### config.mk
export PLATFORM = sky130hd
export DESIGN_NAME = lcd_pattern_gen
export DESIGN_NICKNAME = d
export VERILOG_FILES = /design/src/rtl/lcd_pattern_gen.sv
export SDC_FILE = /design/constraint.sdc
export NUM_CORES = 1
export LEC_CHECK = 0
export CAP_MARGIN = 0
export CORE_MARGIN = 2
export CORE_UTILIZATION = 58
export CTS_BUF_LIST = sky130_fd_sc_hd__clkbuf_8
export DETAILED_ROUTE_END_ITERATION = 10
export PLACE_DENSITY = 0.86
export SYNTH_ARGS = -nofsm -noshare
export SYNTH_HDL_FRONTEND = slang
export SYNTH_SLANG_ARGS = --single-unit
### constraint.sdc
create_clock -name PIXEL_CLK -period 2.65 [get_ports PIXEL_CLK]
set_input_delay 0.3975 -clock PIXEL_CLK [delete_from_list [all_inputs] [get_ports PIXEL_CLK]]
set_output_delay 0.3975 -clock PIXEL_CLK [all_outputs]
set_load 0.02 [all_outputs]
### src/rtl/lcd_pattern_gen.sv
// LCD test-pattern generator: eight colour modes on a 2-stage pipeline,
// with mode, frame counter and bouncing-box state updated on VSYNC falls.
module lcd_pattern_gen #(
   parameter int XW         = 11,
   parameter int YW         = 11,
   parameter int H_ACTIVE   = 480,
   parameter int V_ACTIVE   = 272,
   parameter int R_W        = 5,
   parameter int G_W        = 6,
   parameter int B_W        = 5,
   parameter int CHECK_LOG2 = 5,
   parameter int BAR_LOG2   = 6,
   parameter int GRAD_SHIFT = 3,
   parameter int BOX_SIZE   = 32
) (
   input  logic           PIXEL_CLK,
   input  logic           RESET,
   input  logic [2:0]     MODE,
   input  logic           HSYNC_IN,
   input  logic           VSYNC_IN,
   input  logic           DEN_IN,
   input  logic [XW-1:0]  XPOS,
   input  logic [YW-1:0]  YPOS,
   output logic           HSYNC,
   output logic           VSYNC,
   output logic           DEN,
   output logic [R_W-1:0] LCD_R,
   output logic [G_W-1:0] LCD_G,
   output logic [B_W-1:0] LCD_B,
   output logic [7:0]     FRAME_COUNT,
   output logic [2:0]     ACTIVE_MODE
);

   localparam logic [XW-1:0] X_LIM  = XW'(H_ACTIVE - BOX_SIZE);
   localparam logic [YW-1:0] Y_LIM  = YW'(V_ACTIVE - BOX_SIZE);
   localparam logic [XW:0]   BOX_XS = (XW+1)'(BOX_SIZE);
   localparam logic [YW:0]   BOX_YS = (YW+1)'(BOX_SIZE);

   // stage 1
   logic           hs1_q, hs1_d;
   logic           vs1_q, vs1_d;
   logic           den1_q, den1_d;
   logic [2:0]     chk_q, chk_d;
   logic [2:0]     bar_q, bar_d;
   logic [R_W-1:0] grad_r_q, grad_r_d;
   logic [G_W-1:0] grad_g_q, grad_g_d;
   logic           hit_q, hit_d;
   logic           tick_q, tick_d;

   // frame state
   logic [7:0]     fc_q, fc_d;
   logic [2:0]     mode_q, mode_d;
   logic [XW-1:0]  box_x_q, box_x_d;
   logic [YW-1:0]  box_y_q, box_y_d;
   logic           dir_x_q, dir_x_d;
   logic           dir_y_q, dir_y_d;

   // stage 2
   logic           hs2_q, hs2_d;
   logic           vs2_q, vs2_d;
   logic           den2_q, den2_d;
   logic [R_W-1:0] r_q, r_d;
   logic [G_W-1:0] g_q, g_d;
   logic [B_W-1:0] b_q, b_d;

   logic [XW:0]    x_end;
   logic [YW:0]    y_end;

   always_comb begin
      hs1_d    = HSYNC_IN;
      vs1_d    = VSYNC_IN;
      den1_d   = DEN_IN;
      // vs1_q doubles as the VSYNC edge-detect register
      tick_d   = vs1_q & ~VSYNC_IN;
      chk_d    = {XPOS[CHECK_LOG2+2] ^ YPOS[CHECK_LOG2+2],
                  XPOS[CHECK_LOG2+1] ^ YPOS[CHECK_LOG2+1],
                  XPOS[CHECK_LOG2]   ^ YPOS[CHECK_LOG2]};
      bar_d    = XPOS[BAR_LOG2+2:BAR_LOG2];
      grad_r_d = R_W'(XPOS >> GRAD_SHIFT);
      grad_g_d = G_W'(YPOS >> GRAD_SHIFT);
      x_end    = {1'b0, box_x_q} + BOX_XS;
      y_end    = {1'b0, box_y_q} + BOX_YS;
      hit_d    = (XPOS >= box_x_q) && ({1'b0, XPOS} < x_end) &&
                 (YPOS >= box_y_q) && ({1'b0, YPOS} < y_end);
   end

   always_comb begin
      fc_d    = fc_q;
      mode_d  = mode_q;
      box_x_d = box_x_q;
      box_y_d = box_y_q;
      dir_x_d = dir_x_q;
      dir_y_d = dir_y_q;
      if (tick_q) begin
         fc_d   = fc_q + 8'd1;
         mode_d = MODE;
         if (!dir_x_q && box_x_q == X_LIM) begin
            dir_x_d = 1'b1;
            box_x_d = box_x_q - XW'(1);
         end else if (dir_x_q && box_x_q == '0) begin
            dir_x_d = 1'b0;
            box_x_d = XW'(1);
         end else begin
            box_x_d = dir_x_q ? box_x_q - XW'(1) : box_x_q + XW'(1);
         end
         if (!dir_y_q && box_y_q == Y_LIM) begin
            dir_y_d = 1'b1;
            box_y_d = box_y_q - YW'(1);
         end else if (dir_y_q && box_y_q == '0) begin
            dir_y_d = 1'b0;
            box_y_d = YW'(1);
         end else begin
            box_y_d = dir_y_q ? box_y_q - YW'(1) : box_y_q + YW'(1);
         end
      end
   end

   always_comb begin
      hs2_d  = hs1_q;
      vs2_d  = vs1_q;
      den2_d = den1_q;
      r_d    = '0;
      g_d    = '0;
      b_d    = '0;
      if (den1_q) begin
         unique case (mode_q)
            3'd0: begin
               r_d = {R_W{chk_q[0]}};
               g_d = {G_W{chk_q[1]}};
               b_d = {B_W{chk_q[2]}};
            end
            3'd1: begin
               r_d = {R_W{~bar_q[1]}};
               g_d = {G_W{~bar_q[2]}};
               b_d = {B_W{~bar_q[0]}};
            end
            3'd2: begin
               r_d = grad_r_q;
               g_d = grad_g_q;
               b_d = fc_q[7:8-B_W];
            end
            3'd3: begin
               r_d = {R_W{hit_q}};
               g_d = {G_W{hit_q}};
               b_d = {B_W{hit_q}};
            end
            3'd4: begin
               r_d = '1;
               g_d = '1;
               b_d = '1;
            end
            3'd5: r_d = '1;
            3'd6: g_d = '1;
            3'd7: b_d = '1;
         endcase
      end
   end

   always_ff @(posedge PIXEL_CLK) begin
      if (RESET) begin
         hs1_q    <= 1'b1;
         vs1_q    <= 1'b1;
         den1_q   <= 1'b0;
         chk_q    <= '0;
         bar_q    <= '0;
         grad_r_q <= '0;
         grad_g_q <= '0;
         hit_q    <= 1'b0;
         tick_q   <= 1'b0;
         fc_q     <= '0;
         mode_q   <= '0;
         box_x_q  <= '0;
         box_y_q  <= '0;
         dir_x_q  <= 1'b0;
         dir_y_q  <= 1'b0;
         hs2_q    <= 1'b1;
         vs2_q    <= 1'b1;
         den2_q   <= 1'b0;
         r_q      <= '0;
         g_q      <= '0;
         b_q      <= '0;
      end else begin
         hs1_q    <= hs1_d;
         vs1_q    <= vs1_d;
         den1_q   <= den1_d;
         chk_q    <= chk_d;
         bar_q    <= bar_d;
         grad_r_q <= grad_r_d;
         grad_g_q <= grad_g_d;
         hit_q    <= hit_d;
         tick_q   <= tick_d;
         fc_q     <= fc_d;
         mode_q   <= mode_d;
         box_x_q  <= box_x_d;
         box_y_q  <= box_y_d;
         dir_x_q  <= dir_x_d;
         dir_y_q  <= dir_y_d;
         hs2_q    <= hs2_d;
         vs2_q    <= vs2_d;
         den2_q   <= den2_d;
         r_q      <= r_d;
         g_q      <= g_d;
         b_q      <= b_d;
      end
   end

   assign HSYNC       = hs2_q;
   assign VSYNC       = vs2_q;
   assign DEN         = den2_q;
   assign LCD_R       = r_q;
   assign LCD_G       = g_q;
   assign LCD_B       = b_q;
   assign FRAME_COUNT = fc_q;
   assign ACTIVE_MODE = mode_q;

endmodule

Word level (Yosys, flattened, before mapping)

Index checks and enable logic that the tools add are counted.

Add/subtract/negate cells: 7
Magnitude comparators: 4
Eq/ne operators: 9
Muxes and demuxes: 13
Bitwise operators: 9
Reduce and logical (&&, ||, !) cells: 20

Operators by type and width:

| kind                  | number |
|---|---|
| $mux 11               | 6 |
| $pmux 5 s5            | 2 |
| $pmux 6 s5            | 1 |
| $add 11x6->12 const B | 2 |
| $lt 11x12->1          | 2 |
| $add 11x1->11 const B | 2 |
| $ge 11x11->1          | 2 |
| $logic_not 11->1      | 2 |
| $sub 11x1->11 const B | 2 |
| $eq 3x3->1 const B    | 4 |
| $eq 11x8->1 const B   | 1 |
| $eq 11x9->1 const B   | 1 |
| $add 8x1->8 const B   | 1 |
| $reduce_or 2->1       | 4 |
| $logic_and 1x1->1     | 7 |
| $eq 3x2->1 const B    | 2 |
| $not 1->1             | 5 |
| $mux 1                | 4 |
| $reduce_and 2->1      | 2 |
| $reduce_bool 2->1     | 2 |
| $eq 3x1->1 const B    | 1 |
| $logic_not 3->1       | 1 |
| $xor 1x1->1           | 3 |
| $logic_not 1->1       | 2 |
| $and 1x1->1           | 1 |

Register bits: 76
Output and inout bits: 30
Logic and storage cells: 83

Logic depth before layout (Yosys ltp)

Depth in word-level cells: 5
Gate-level depth with buffers: 10
Mapped depth without buffers: 9

Worst setup path after synthesis

No wires, ideal clock.

Path kind: reg-to-reg
Start: reg box_x_q[7]
End: reg hit_q
Setup time: 78 ps
Data arrival time: 2060 ps
Slack: 512 ps
Stages on the path, launching flop included: 11
Path buffers: 1
Clock period less this slack: 2138 ps
Cell sequence: dfxtp_1 > buf_1 > nand2_1 > or2_2 > xnor2_1 > ha_1 > a21oi_1 > nand3_1 > o21ai_0 > nand4bb_1 > nor3_1

Cells in the longest elaborated chain, start to end: 5
Elaborated cells between the ends (all ways): 6
Classes of those cells: add/sub (1); order compare (2); reduce/logical (3)

RTL lines:

| what                               | RTL line | source |
|---|---|---|
| start: declaration                 | 53       | `logic [XW-1:0] box_x_q, box_x_d;` |
| start signal: assignment           | 194      | `box_x_q <= box_x_d;` |
| $add 11x6->12                      | 81       | `x_end = {1'b0, box_x_q} + BOX_XS;` |
| $lt 11x12->1                       | 83       | `hit_d = (XPOS >= box_x_q) && ({1'b0, XPOS} < x_end) &&` |
| $logic_and 1x1->1 (*) (2 in a row) | 83       |  |
| $logic_and 1x1->1 (*)              | 84       | `(YPOS >= box_y_q) && ({1'b0, YPOS} < y_end);` |
| end signal: assignment             | 190      | `hit_q <= hit_d;` |
| end: declaration                   | 47       | `logic hit_q, hit_d;` |

Mark *: on every way between the ends. The rest lies on a longest branch, timed or not.
A chain may end at the register's enable or synchronous reset.

Final worst setup path

Same ends and word-level chain as after synthesis.

==> reports/qor.csv <==
metric,value,unit
share of synthesized registers carrying an async set or reset,0,
Cells after Synth,581,
Worst path depth,9,
outcome,"complete, no violations",
total number of H-tree levels,3,
hold slack,0.445,ns
"Net Count, Synth",658,
largest voltage drop on the vdd net,0.000273,V
Worst R2R Setup Slack,0.37,ns
maximum buffer depth of the clock tree,2,
reg-to-reg critical path startpoint,box_x_q[7],
number of failing setup endpoints in the final timing report,0,
Antenna Cells,0,
top cell type's share of synthesized area,0.307,
crit end category,register,
measured slew at the worst slew-check pin,0.815,ns
total placed instance area,5450,µm²
clk sinks,74,
summed negative setup slack over all endpoints,0,ns
unrepaired setup endpoints after global routing,false,
initial antenna violation count,0,
drt via density,6.14,
Die Span Y,95.2,µm
kind of cell adding the most delay to the critical path,simple AND/OR/NAND/NOR gates,
quantity of gates resized following cts,0,
chip width,95.2,µm
number of buffers inserted to repair setup after CTS,0,
fraction of layout cells with a size suffix above 1,0.0777,
placeable core region,8130,µm²
number of nets still failing antenna checks after routing,0,
Switching Fraction,0.289,
share of total power in sequential cells,0.463,
Slowest cell on crit path,sky130_fd_sc_hd__dfxtp_1,
Routed WL per cell,16.6,µm
drt drc,0,
area added between synthesis and finish,17.3,%
Initial Utilization,0.593,
Final Cell Area,5660,µm²
length of the first detailed-routing pass in iterations,4,
Root Buffer Master,sky130_fd_sc_hd__clkbuf_8,
sw power,0.738,mW
number of buffers added by the clock tree synthesis step,9,
internal power consumption,1.82,mW
wire length of the first global-routing pass,19.5,mm
worst slew margin relative to its limit,0.456,
area used by multi-input combinational logic,3040,µm²
IO buf count,59,
area of the die,9070,µm²
layout net count,703,
"EDFF count, synth",0,
worst r2r path cells,9,
cells along the critical path,"nand2_1, or2_2, xnor2_1, ha_1, a21oi_1, nand3_1, o21ai_0, nand4bb_1, nor3_1",
number of rows created at floorplan,33,
capturing instance or port of the critical path,hit_q,
leakage power,2.09,nW
Hold Path Class,reg -> reg,
#FFs+latches synth,74,
number of failing hold endpoints at the final stage,0,
endpoint arrival time on the critical path,2.56,ns
"Warnings, synthesis",0,
routed wire length,12.2,mm
gr usage total,0.274,
Tcrit/Tclk final,0.862,
GP Congestion,0.976,
maximum number of pins on one net before global-route repair,30,
combinational cell fraction of total power,0.169,
highest clock frequency the design can meet,0.438,GHz
Max Clock Skew,0.00995,ns
number of buffer and inverter instances along the worst setup path,0,
final critical-path required period,2.28,ns
max-capacitance violation count,0,
Final HPWL DP,9.06,mm
sequential standard cell area,1480,µm²
Detailed Route Iter0 Violations,197,
biggest area consumer among synthesized cells,sky130_fd_sc_hd__dfxtp_1,
Synth Area per Inst,8.31,µm²
library cells used by synthesis,76,
Post-synth top flop,sky130_fd_sc_hd__dfxtp_1,
post-synth design cell area,4830,µm²
FILL cells,660,
Clk network pwr share,0.369,
main area contributors after synthesis,"sky130_fd_sc_hd__dfxtp_1 (31%), sky130_fd_sc_hd__ha_1 (12%), sky130_fd_sc_hd__a21oi_1 (4.8%)",
type of element launching the critical path,register,
clock tree from TritonCTS,done,
top cell types by occurrence after synthesis,"sky130_fd_sc_hd__dfxtp_1 (74), sky130_fd_sc_hd__ha_1 (47), sky130_fd_sc_hd__nand2_1 (47)",
number of placed I/O pins,60,
Overflow after GRT,0,
worst-skew pair later-pin latency,0.36,ns
clock slew seen by the registers of the worst setup and hold paths,0.08,ns
most frequent cell after synthesis,sky130_fd_sc_hd__dfxtp_1,
maximum fanout along the worst path,14,
count of vias placed by the detailed router,4520,
hold-fix buffer count after cts,0,
via count of the first global-routing pass,4079,
Critical path origin,box_x_q[7],
delay of the slowest cell on the worst path,0.61,ns
power per cell area,451,nW/µm²
max-slew violation count,0,
sequential element share of the synthesized area,0.307,
endpoint of the lowest-slack register-to-register path,hit_q,
Worst Path Required,2.92,ns
classification of the worst setup path,reg -> reg,
worst register-to-register path, delay by kind of cell (launching register included):
family / cells / cell delay (ns)
xor gates and xnor gates: 1 / 0.13
DFF: 1 / 0.61
and+or+nand+nor: 5 / 0.85
adders and majority gates: 1 / 0.34
AOI/OAI and AO/OA: 2 / 0.31
how the worst min path moves through the flow:
stage | startpoint | endpoint | slack [ns] | cells after the start
2_1_floorplan | hs1_q | HSYNC | 0.39 | 1
3_5_place_dp | vs1_q | VSYNC | 0.42 | 2
6_report | grad_r_q[2] | LCD_R[2] | 0.45 | 2
4_1_cts | grad_r_q[2] | LCD_R[2] | 0.44 | 2
3_3_place_gp | vs1_q | VSYNC | 0.41 | 2
5_1_grt | grad_r_q[1] | LCD_R[1] | 0.46 | 2
metrics by stage:
step	std cells	util	total power [mW]	worst slack, ns
2_1_floorplan	581	-	1.48	0.512
3_3_place_gp	720	0.670	1.62	0.382
3_5_place_dp	720	0.670	1.63	0.324
4_1_cts	736	0.696	2.57	0.373
5_1_grt	736	0.696	2.66	0.117
6_report	736	0.696	2.56	0.367
power groups by stage:
stage	clock network, mW	registers (mW)	logic (mW)
after detailed placement	0	1.21	0.426
after CTS	0.954	1.18	0.429
final	0.943	1.18	0.432
after global placement	0	1.21	0.417
after global routing	1.00	1.19	0.472
after floorplan	0	1.21	0.267
cells by family after synthesis:
| group | count (synthesis) | synth area share |
|---|---|---|
| flip-flops | 74 | 0.307 |
| AO/OA/AOI/OAI | 143 | 0.205 |
| multiplexers | 8 | 0.0166 |
| XOR/XNOR | 22 | 0.0399 |
| adder cells (fa/ha/maj) | 47 | 0.122 |
| buffers and inverters | 70 | 0.0625 |
| AND/OR/NAND/NOR | 217 | 0.247 |
per-layer routing:
layer  wire length, µm  GRT usage  up-vias  share of wire
li1                  -          -     2207              -
met1              5210      0.343     2096           0.43
met2              5870      0.455      194           0.48
met3               873     0.0451       23          0.071
met4               277      0.133        0          0.023
met5                 0          0        -              0
cell usage in the layout, fill, tap and decap left out, types with 4 or more instances in the layout:
cell type	instances
sky130_fd_sc_hd__inv_1	33
sky130_fd_sc_hd__nand3_1	25
sky130_fd_sc_hd__nor2b_1	18
sky130_fd_sc_hd__dfxtp_1	74
sky130_fd_sc_hd__buf_4	11
sky130_fd_sc_hd__and2_1	4
sky130_fd_sc_hd__a31oi_1	10
sky130_fd_sc_hd__or2_2	6
sky130_fd_sc_hd__clkdlybuf4s50_1	58
sky130_fd_sc_hd__a211oi_1	8
sky130_fd_sc_hd__or3_1	5
sky130_fd_sc_hd__nand2_1	47
sky130_fd_sc_hd__nor3_1	12
sky130_fd_sc_hd__and3_1	8
sky130_fd_sc_hd__nor4_1	6
sky130_fd_sc_hd__nand4_1	18
sky130_fd_sc_hd__clkbuf_8	10
sky130_fd_sc_hd__o21ai_0	21
sky130_fd_sc_hd__a21oi_1	46
sky130_fd_sc_hd__mux2i_1	8
sky130_fd_sc_hd__ha_1	47
sky130_fd_sc_hd__and4_1	4
sky130_fd_sc_hd__xnor2_1	17
sky130_fd_sc_hd__clkinv_4	4
sky130_fd_sc_hd__o22ai_1	5
sky130_fd_sc_hd__nor2_1	39
sky130_fd_sc_hd__xor2_1	5
state kept, by name, summed over array words and instances (netlist names), 3 cells and up:
signal,count
ACTIVE_MODE,3
FRAME_COUNT,8
LCD_B,5
LCD_G,6
LCD_R,5
bar_q,3
box_x_q,11
box_y_q,11
chk_q,3
grad_g_q,6
grad_r_q,3
area by class of cell:
type,instances,area share
repair buffers,70,0.118
flip-flops and latches,74,0.262
inverters,34,0.0225
well taps,105,0.0232
clock inverters,6,0.0130
clock buffers,10,0.0243
multi-input cells,437,0.537
No activity file was read; power rests on OpenSTA's default activity.
